### config.mk
export PLATFORM = sky130hd
export DESIGN_NAME = latch_bank_arbiter
export DESIGN_NICKNAME = d
export VERILOG_FILES = /design/src/rtl/latch_bank_arbiter.sv
export SDC_FILE = /design/constraint.sdc
export NUM_CORES = 1
export LEC_CHECK = 0
export CORE_MARGIN = 5
export CORE_UTILIZATION = 42
export DETAILED_ROUTE_END_ITERATION = 12
export GPL_ROUTABILITY_DRIVEN = 0
export PLACE_DENSITY_LB_ADDON = 0.25
export SYNTH_ARGS = -nofsm -noshare
export SYNTH_HDL_FRONTEND = slang
export SYNTH_SLANG_ARGS = --single-unit
### constraint.sdc
create_clock -name clk -period 1.69 [get_ports clk]
set_input_delay 0.507 -clock clk [delete_from_list [all_inputs] [get_ports clk]]
set_output_delay 0.507 -clock clk [all_outputs]
set_load 0.05 [all_outputs]
### src/rtl/latch_bank_arbiter.sv
// Two-port round-robin arbiter and sequencer for the SR-latch word bank.
// Serialises A/B requests and stretches each write pulse so the latches settle.
module latch_bank_arbiter #(
    parameter int WIDTH    = 8,
    parameter int ADDR_W   = 2,
    parameter int WR_PULSE = 2
) (
    input  logic              clk,
    input  logic              rst,

    input  logic              req_a,
    input  logic              we_a,
    input  logic [ADDR_W-1:0] addr_a,
    input  logic [WIDTH-1:0]  wdata_a,
    output logic              gnt_a,
    output logic              done_a,
    output logic              rvalid_a,
    output logic [WIDTH-1:0]  rdata_a,

    input  logic              req_b,
    input  logic              we_b,
    input  logic [ADDR_W-1:0] addr_b,
    input  logic [WIDTH-1:0]  wdata_b,
    output logic              gnt_b,
    output logic              done_b,
    output logic              rvalid_b,
    output logic [WIDTH-1:0]  rdata_b,

    output logic              mem_we,
    output logic [ADDR_W-1:0] mem_sel,
    output logic [WIDTH-1:0]  mem_din,
    input  logic [WIDTH-1:0]  mem_dout
);

    typedef enum logic [1:0] {
        IDLE  = 2'd0,
        WRITE = 2'd1,
        READ  = 2'd2
    } state_t;

    localparam logic [3:0] PULSE_LAST = 4'(WR_PULSE - 1);

    state_t            r_state;
    state_t            w_state_nx;
    logic [3:0]        r_cnt;
    logic [3:0]        w_cnt_nx;
    logic              r_ptr;
    logic              w_ptr_nx;
    logic              r_owner;
    logic              w_owner_nx;

    logic              r_gnt_a,    w_gnt_a_nx;
    logic              r_gnt_b,    w_gnt_b_nx;
    logic              r_done_a,   w_done_a_nx;
    logic              r_done_b,   w_done_b_nx;
    logic              r_rvalid_a, w_rvalid_a_nx;
    logic              r_rvalid_b, w_rvalid_b_nx;
    logic [WIDTH-1:0]  r_rdata_a,  w_rdata_a_nx;
    logic [WIDTH-1:0]  r_rdata_b,  w_rdata_b_nx;
    logic              r_mem_we,   w_mem_we_nx;
    logic [ADDR_W-1:0] r_mem_sel,  w_mem_sel_nx;
    logic [WIDTH-1:0]  r_mem_din,  w_mem_din_nx;

    logic              w_any_req;
    logic              w_win_b;
    logic              w_win_we;
    logic [ADDR_W-1:0] w_win_addr;
    logic [WIDTH-1:0]  w_win_wdata;

    // r_ptr is the preferred port on a tie: 0 = A, 1 = B
    assign w_any_req   = req_a | req_b;
    assign w_win_b     = req_b & (~req_a | r_ptr);
    assign w_win_we    = w_win_b ? we_b    : we_a;
    assign w_win_addr  = w_win_b ? addr_b  : addr_a;
    assign w_win_wdata = w_win_b ? wdata_b : wdata_a;

    always_ff @(posedge clk) begin
        if (rst) begin
            r_state    <= IDLE;
            r_cnt      <= '0;
            r_ptr      <= 1'b0;
            r_owner    <= 1'b0;
            r_gnt_a    <= 1'b0;
            r_gnt_b    <= 1'b0;
            r_done_a   <= 1'b0;
            r_done_b   <= 1'b0;
            r_rvalid_a <= 1'b0;
            r_rvalid_b <= 1'b0;
            r_rdata_a  <= '0;
            r_rdata_b  <= '0;
            r_mem_we   <= 1'b0;
            r_mem_sel  <= '0;
            r_mem_din  <= '0;
        end else begin
            r_state    <= w_state_nx;
            r_cnt      <= w_cnt_nx;
            r_ptr      <= w_ptr_nx;
            r_owner    <= w_owner_nx;
            r_gnt_a    <= w_gnt_a_nx;
            r_gnt_b    <= w_gnt_b_nx;
            r_done_a   <= w_done_a_nx;
            r_done_b   <= w_done_b_nx;
            r_rvalid_a <= w_rvalid_a_nx;
            r_rvalid_b <= w_rvalid_b_nx;
            r_rdata_a  <= w_rdata_a_nx;
            r_rdata_b  <= w_rdata_b_nx;
            r_mem_we   <= w_mem_we_nx;
            r_mem_sel  <= w_mem_sel_nx;
            r_mem_din  <= w_mem_din_nx;
        end
    end

    always_comb begin
        w_state_nx    = r_state;
        w_cnt_nx      = r_cnt;
        w_ptr_nx      = r_ptr;
        w_owner_nx    = r_owner;
        w_gnt_a_nx    = 1'b0;
        w_gnt_b_nx    = 1'b0;
        w_done_a_nx   = 1'b0;
        w_done_b_nx   = 1'b0;
        w_rvalid_a_nx = 1'b0;
        w_rvalid_b_nx = 1'b0;
        w_rdata_a_nx  = r_rdata_a;
        w_rdata_b_nx  = r_rdata_b;
        w_mem_we_nx   = 1'b0;
        w_mem_sel_nx  = r_mem_sel;
        w_mem_din_nx  = r_mem_din;

        unique case (r_state)
            IDLE: begin
                if (w_any_req) begin
                    w_owner_nx   = w_win_b;
                    w_gnt_a_nx   = ~w_win_b;
                    w_gnt_b_nx   = w_win_b;
                    w_mem_sel_nx = w_win_addr;
                    w_mem_din_nx = w_win_wdata;
                    if (w_win_we) begin
                        w_state_nx  = WRITE;
                        w_mem_we_nx = 1'b1;
                        w_cnt_nx    = PULSE_LAST;
                    end else begin
                        w_state_nx  = READ;
                    end
                end
            end
            WRITE: begin
                if (r_cnt == 4'd0) begin
                    w_state_nx  = IDLE;
                    w_done_a_nx = ~r_owner;
                    w_done_b_nx = r_owner;
                    w_ptr_nx    = ~r_owner;
                end else begin
                    w_cnt_nx    = r_cnt - 4'd1;
                    w_mem_we_nx = 1'b1;
                end
            end
            READ: begin
                // mem_sel has been stable for the whole READ cycle here
                w_state_nx = IDLE;
                w_ptr_nx   = ~r_owner;
                if (r_owner) begin
                    w_rvalid_b_nx = 1'b1;
                    w_rdata_b_nx  = mem_dout;
                end else begin
                    w_rvalid_a_nx = 1'b1;
                    w_rdata_a_nx  = mem_dout;
                end
            end
            default: begin
                w_state_nx = IDLE;
            end
        endcase
    end

    assign gnt_a    = r_gnt_a;
    assign gnt_b    = r_gnt_b;
    assign done_a   = r_done_a;
    assign done_b   = r_done_b;
    assign rvalid_a = r_rvalid_a;
    assign rvalid_b = r_rvalid_b;
    assign rdata_a  = r_rdata_a;
    assign rdata_b  = r_rdata_b;
    assign mem_we   = r_mem_we;
    assign mem_sel  = r_mem_sel;
    assign mem_din  = r_mem_din;

endmodule

After elaboration in Yosys (flattened, before gate mapping)
Cells that the tools add are included.
{ "totals": {"reg_bits": 41, "word_cells": 65, "mem_bits_rw": 0, "mem_bits_ro": 0, "latchBits": 0, "n_memories": 0, "out_inout_bits": 33} }
{ "classes": {"n_eq_ne": 6, "n_lt_le_gt_ge": 0, "reduce_logical": 13, "n_div": 0, "shifts": 0, "addsub": 1, "n_mul": 0, "bitwise": 11, "muxes": 19} }
{ "op_table": {"columns": ["operator", "n"], "rows": [
  ["$mux W4", 3],
  ["$reduce_and A2 Y1", 5],
  ["$mux W2", 4],
  ["$mux W8", 1],
  ["$ne A2 B2 Y1 const B", 4],
  ["$not A1 Y1", 8],
  ["$pmux W4 S2", 1],
  ["$mux W1", 7],
  ["$reduce_or A3 Y1", 2],
  ["$logic_not A4 Y1", 1],
  ["$pmux W1 S2", 2],
  ["$pmux W2 S2", 1],
  ["$reduce_and A4 Y1", 1],
  ["$reduce_bool A2 Y1", 2],
  ["$sub A4 B1 Y4 const B", 1],
  ["$eq A2 B1 Y1 const B", 1],
  ["$eq A2 B2 Y1 const B", 1],
  ["$logic_not A2 Y1", 1],
  ["$or A1 B1 Y1", 2],
  ["$reduce_or A2 Y1", 1],
  ["$and A1 B1 Y1", 1]
]} }

Depth between registers and ports, before layout
Gate-level depths: netlist (run 1).
{ "logic_depth": {"ltp_word": 7, "ltp_mapped": 6, "ltp_nobuf": 6} }

Worst setup path after synthesis (run 1)
OpenSTA, ideal clock, no wires.
{ "synth_timing": {"path_type": "register to register", "startpoint": "register r_cnt[0]", "endpoint": "register r_cnt[2]", "path_buffers": 0, "slack_ns": 0.259, "setup_ns": 0.088, "t_required_ns": 1.602, "arrival_ns": 1.343, "path_stages_with_launch": 7, "cell_sequence": "dfxtp_1 inv_1 ha_1 nor3b_1 nor2b_1 o32a_2 a311oi_2"} }
{ "synth_between": {"elab_chain_len": 3} }
{ "synth_rtl": {"columns": ["element", "line_no", "source"], "rows": [
  ["from (decl)", "45", "logic [3:0] r_cnt;"],
  ["from (signal assigned)", "96", "r_cnt <= w_cnt_nx;"],
  ["$sub A4 B1 Y4 / $logic_not A4 Y1 (equally long branches)", "154, 148", null],
  ["$mux W4 / $ne A2 B2 Y1 (equally long branches)", null, null],
  ["$pmux W4 S2 / $reduce_and A4 Y1 (equally long branches)", null, null]
]} }
Several ways; a longest one is shown, not always the timed one. The select of a mux whose other input is x is not followed.
A chain may end at the register's enable or synchronous reset.

Worst setup path in the final report (run 1)
{ "layout_timing": {"startpoint": "register r_cnt[0]", "endpoint": "register r_cnt[0]"} }
Same word-level chain as after synthesis.

==> results by group, run 1 <==
Placed design
  – Dpl cells: 299
  – Post-DP HPWL: 3.49 mm
  – I/O Buffers: 66

Hold path
  – Hold Crit Start: r_cnt[0]$_SDFFE_PP0P_
  – Endpoint, Worst Hold: r_cnt[0]$_SDFFE_PP0P_
  – HP Class: reg -> reg
  – Hold path depth: 1

Clock tree
  – TritonCTS Buffers: 5
  – CTS sink cnt: 41
  – Setup repair bufs after CTS: 0
  – Clock Latency Late Sink: 290 ps
  – Hold Buf Count CTS: 0
  – CTS tree: done
  – Root Buffer: clkbuf_8
  – Clock transition at the registers of the reported paths: 80 ps
  – CTS Buffer Depth: 2
  – H-Tree Depth: 2

Logic synthesis
  – Register area share after synthesis: 0.498
  – Synthesized flop and latch total: 41
  – Synth top area share: 0.498
  – Async SR Flop Fraction: 0
  – Top cells by area, synth: dfxtp_1 (50%), nand3_1 (5.8%), nor2_1 (5.7%), mux2i_1 (5.5%), nand2_1 (5.5%)
  – Predominant post-synthesis flop cell: dfxtp_1
  – Ys Warns: 0
  – EDFF count, synth: 0
  – Syn_area_per_cell: 8.96 um2
  – Net Count, Synth: 220
  – Cells after synthesis: 184
  – Mapped cell area: 1650 um2
  – Area leader, netlist: dfxtp_1
  – Synth cell types: 33

STA
  – Setup Viol. Count Final: 0
  – Hold Slack: 478 ps
  – Pins Over Slew Limit: 0
  – Max-slew headroom: 0.779
  – Final min period: 1550 ps
  – Measured slew at the worst slew-check pin: 331 ps
  – Final period utilization: 0.916
  – F_max: 0.646 GHz
  – Hold Fails Final Rpt: 0
  – Final Skew: 2.94 ps
  – RSZ-0062 raised after global routing: no

GRT
  – Largest net degree at the start of global routing: 21
  – Vias in the first global route: 1,645
  – Initial antenna violation count: 0
  – Gr ovfl total: 0
  – Global Route Usage Sum: 0.178
  – First-pass GRT wire length: 7.37 mm

Layout
  – Multi-input logic area: 787 um2
  – Most frequent cells in the layout: dfxtp_1 (41), buf_12 (35), clkdlybuf4s50_1 (31)
  – Number of diodes: 0
  – Fraction of layout cells with a size suffix above 1: 0.247
  – Most common cell after layout, fill and taps aside: dfxtp_1
  – Fill cells: 255
  – Storage element area: 821 um2
  – Final Non-Filler Cells: 307
  – Area Overhead vs Synth: 74.9%
  – NumNets Final: 294

Floorplan
  – Core area: 3740 um2
  – Die H: 72.7 um
  – Die span in x: 72.7 um
  – Row count: 22
  – Effective utilization at floorplan: 0.441
  – I/O pin cnt: 67
  – Total Die Area: 5280 um2

Worst setup path
  – CP bufs+invs: 2
  – Worst path max stage delay: 350 ps
  – CP Max Fanout: 5
  – Crit Path Class: reg -> reg
  – CP max-delay cell: dfxtp_1
  – Worst path top cell family by delay: simple AND/OR/NAND/NOR gates
  – Worst Path Required: 1890 ps
  – Reg2Reg Setup Slack: 140 ps
  – Arrival time of the worst setup path: 1750 ps
  – Crit-path cells: inv_1, ha_1, nor3b_2, nor2b_2, o32ai_1, buf_4, o31ai_1
  – Critical R2R Launch: r_cnt[0]$_SDFFE_PP0P_
  – RR Endpoint: r_cnt[0]$_SDFFE_PP0P_
  – Reg2Reg Depth: 7
  – Crit. End Element: flop
  – CP Launch Type: flop

Power
  – Power Density: 974 nW/um2
  – IR drop worst, VDD: 0.000608 V
  – Leakage: 0.00111 uW

Routing
  – Routed via count: 1,611
  – Antenna-violating nets left: 0
  – DR pass1 iterations: 4
  – Initial drt markers: 113
  – Final WL: 4.55 mm
  – Via density: 5.25
  – Routed WL per cell: 14.8 um
  – Final routed DRC violation total: 0

Flow run
  – Max-Cap Viols: 0

Outcome
  – Status: finished, final reports clean
worst max-delay path by stage:
stage	start	endpoint	slack, ps	cells past startpoint
after CTS	req_b	mem_din[7]$_SDFFE_PP0N_	20	6
after global placement	req_a	r_cnt[3]$_SDFFE_PP0P_	-270	5
after global routing	r_cnt[0]$_SDFFE_PP0P_	r_cnt[0]$_SDFFE_PP0P_	4	7
after detailed placement	req_a	mem_din[7]$_SDFFE_PP0N_	-310	7
final	r_cnt[0]$_SDFFE_PP0P_	r_cnt[0]$_SDFFE_PP0P_	140	7
after floorplan	r_cnt[0]$_SDFFE_PP0P_	r_cnt[2]$_SDFFE_PP0P_	260	6
cells by family after synthesis:
kind of cell / count (synthesis) / share of synthesized area
fa+ha+maj: 2 / 0.0152
buf+inv: 13 / 0.0334
flops: 41 / 0.498
mux: 9 / 0.0546
compound gates: 30 / 0.138
simple gates: 89 / 0.261
sequential cells by signal, indices dropped and copies added, names as in the netlist:
signal and cells:
r_cnt 4, gnt_a 1, r_owner 1, rvalid_b 1, done_a 1, rdata_b 8
rdata_a 8, mem_we 1, done_b 1, gnt_b 1, r_state 2, mem_sel 2
r_ptr 1, mem_din 8, rvalid_a 1
cell usage after synthesis, types with 2 or more instances:
library cell  instances
nand3_1              19
nor2_1               25
nor3b_1               2
a21oi_1              11
nand2b_1              3
nor3_1                4
buf_1                 2
a311oi_1             10
nor2b_1               2
clkbuf_1              6
inv_1                 2
or2b_1                2
mux2i_1               9
nand2_1              24
a211oi_1              2
a311oi_2              2
buf_2                 2
ha_1                  2
dfxtp_1              41
cell type report:
| type | instances | share of cell area |
|---|---|---|
| clock inverter | 1 | 0.00174 |
| sequential | 41 | 0.285 |
| multi-input combinational | 130 | 0.273 |
| inverter | 2 | 0.00260 |
| clock buffer | 7 | 0.0334 |
| tap | 48 | 0.0208 |
| timing repair buffer | 78 | 0.384 |
report_power, final:
group	total, uW	internal [uW]	switching (uW)
registers	1140	1050	90.5
logic	973	481	491
clock network	693	369	324
total	2810	1900	906
through the flow:
stage	util	setup WS [ps]	cell area (um2)	total power, uW	TNS, ps
floorplan	-	259	1650	1630	0
detailed placement	0.739	-306	2770	2120	-4090
global route	0.770	3.63	2880	2930	0
CTS	0.768	23.8	2870	2810	0
global placement	0.739	-270	2770	2100	-3460
finish	0.770	142	2880	2810	0
timing repair:
item                                    4_1_cts  5_1_grt
endpoints found under the setup margin        3       13
gates cloned                                  0        0
gates resized for setup                       2        3
pin swaps                                     0        1
routing by layer:
layer  routed length, um  vias to the layer above  GRT usage
li1                    -                      796          -
met1                1900                      754      0.203
met2                2310                       48      0.319
met3                 236                       13     0.0399
met4                 114                        0     0.0738
met5                   0                        -          0
Note: power is estimated with default switching activity, not from simulation.
==> run 2, diff against run 1 <==
- CORE_MARGIN: 5 -> not set
==> run 2 against run 1 <==
Against the previous run: setup slack got worse by 21 ps; fmax decreased by 1.3%; total power decreased by 4.4%; critical path type unchanged; critical endpoint unchanged.
==> results by group, run 2 (synthesis results as in run 1) <==
Outcome
  – Status: finished, final reports clean

STA
  – F_max: 0.637 GHz
  – RSZ-0062 raised after global routing: no
  – Final min period: 1570 ps
  – Final period utilization: 0.928
  – Hold Fails Final Rpt: 0
  – Final Skew: 4.21 ps
  – Measured slew at the worst slew-check pin: 509 ps
  – Setup Viol. Count Final: 0
  – Fin worst setup slack: 121 ps
  – Max-slew headroom: 0.660
  – Pins Over Slew Limit: 0

Routing
  – Routed WL per cell: 14.5 um
  – Final WL: 4.44 mm
  – Routed via count: 1,606
  – DR pass1 iterations: 4
  – Antenna-violating nets left: 0
  – Final routed DRC violation total: 0
  – Via density: 5.25
  – Initial drt markers: 71

Layout
  – Area Overhead vs Synth: 72.8%
  – Fill cells: 252
  – NumNets Final: 295
  – Multi-input logic area: 781 um2
  – Number of diodes: 0
  – Fraction of layout cells with a size suffix above 1: 0.240
  – Most common cell after layout, fill and taps aside: dfxtp_1
  – Most frequent cells in the layout: dfxtp_1 (41), buf_12 (34), clkdlybuf4s50_1 (31)
  – Final Non-Filler Cells: 306
  – Storage element area: 821 um2

Placed design
  – Pre-CTS setup slack: -332 ps
  – I/O Buffers: 66
  – Dpl cells: 300
  – Post-DP HPWL: 3.41 mm

Clock tree
  – H-Tree Depth: 2
  – Clock transition at the registers of the reported paths: 70 ps
  – CTS tree: done
  – TritonCTS Buffers: 5
  – Setup repair bufs after CTS: 0
  – Hold Buf Count CTS: 0
  – CTS sink cnt: 41
  – CTS Buffer Depth: 2
  – Root Buffer: clkbuf_8
  – Clock Latency Late Sink: 280 ps

Worst setup path
  – CP bufs+invs: 2
  – CP Max Fanout: 5
  – Worst path max stage delay: 360 ps
  – Reg2Reg Depth: 7
  – RR Endpoint: r_cnt[0]$_SDFFE_PP0P_
  – Crit. End Element: flop
  – Critical path depth: 7
  – Critical R2R Launch: r_cnt[0]$_SDFFE_PP0P_
  – Crit-path cells: inv_1, ha_1, nor3b_2, nor2b_2, o32ai_1, buf_4, o31ai_1
  – Reg2Reg Setup Slack: 120 ps
  – CP Launch Type: flop
  – Arrival time of the worst setup path: 1760 ps
  – Worst path top cell family by delay: simple AND/OR/NAND/NOR gates
  – Worst Path Required: 1880 ps
  – Crit Path Class: reg -> reg
  – CP max-delay cell: dfxtp_1

Floorplan
  – Effective utilization at floorplan: 0.444
  – Total Die Area: 4180 um2
  – Die span in x: 64.7 um
  – Die H: 64.7 um
  – I/O pin cnt: 67
  – Core area: 3720 um2
  – Row count: 22

Hold path
  – HP Class: reg -> reg
  – Hold path depth: 1
  – Endpoint, Worst Hold: r_cnt[0]$_SDFFE_PP0P_
  – Hold Crit Start: r_cnt[0]$_SDFFE_PP0P_

GRT
  – Gr ovfl total: 0
  – First-pass GRT wire length: 7.17 mm
  – Largest net degree at the start of global routing: 30
  – GRT busiest layer: met2
  – Met2 usage: 0.362
  – Initial antenna violation count: 0
  – Vias in the first global route: 1,485
  – Global Route Usage Sum: 0.227
  – Grt met3 use: 0.0475
  – GR Util met1: 0.298

Power
  – IR drop worst, VDD: 0.000679 V
  – Leakage: 0.00109 uW
  – Power Density: 942 nW/um2

Flow run
  – Max-Cap Viols: 0
[run 2: timing repair]
item                                    4_1_cts  5_1_grt
endpoints found under the setup margin        7       13
resized for setup                             1        4
cloned                                        0        0
[run 2: worst max-delay path by stage]
stage	start	to	slack (ps)
floorplan	r_cnt[0]$_SDFFE_PP0P_	r_cnt[2]$_SDFFE_PP0P_	260
global placement	req_a	r_cnt[2]$_SDFFE_PP0P_	-270
detailed placement	req_a	r_cnt[3]$_SDFFE_PP0P_	-330
CTS	req_b	r_cnt[3]$_SDFFE_PP0P_	7
global route	r_cnt[0]$_SDFFE_PP0P_	r_cnt[0]$_SDFFE_PP0P_	20
finish	r_cnt[0]$_SDFFE_PP0P_	r_cnt[0]$_SDFFE_PP0P_	120
[run 2: final cells by class]
type | instances | share of cell area
Timing Repair Buffer | 79 | 0.388
Sequential cell | 41 | 0.288
Multi-Input combinational cell | 130 | 0.274
Clock buffer | 5 | 0.0242
Tap cell | 48 | 0.0211
Inverter | 2 | 0.00264
Clock inverter | 1 | 0.00176
[run 2: report_power, final]
group,internal [uW],switching (uW),leakage [uW],total [uW]
Sequential,1050,93.8,0.000335,1150
Combinational,475,483,0.000720,959
Clock,272,307,0.0000399,579
Total,1800,884,0.00109,2690
[run 2: per-stage QoR]
| step | hold WS, ps | utilization | setup TNS [ps] | instance area [um2] | total power (uW) |
|---|---|---|---|---|---|
| 3_5_place_dp | 471 | 0.743 | -4870 | 2760 | 2120 |
| 5_1_grt | 511 | 0.767 | 0 | 2850 | 2810 |
| 2_1_floorplan | 447 | - | 0 | 1650 | 1630 |
| 4_1_cts | 484 | 0.763 | 0 | 2840 | 2690 |
| 3_3_place_gp | 467 | 0.743 | -3770 | 2760 | 2090 |
| 6_report | 491 | 0.767 | 0 | 2850 | 2690 |
[run 2: layer usage]
| layer | wire [um] | vias to the layer above | share of wire |
|---|---|---|---|
| met2 | 2260 | 45 | 0.51 |
| met1 | 1950 | 762 | 0.44 |
| met4 | 82 | 0 | 0.018 |
| met5 | 0 | - | 0 |
| met3 | 156 | 8 | 0.035 |
| li1 | - | 791 | - |
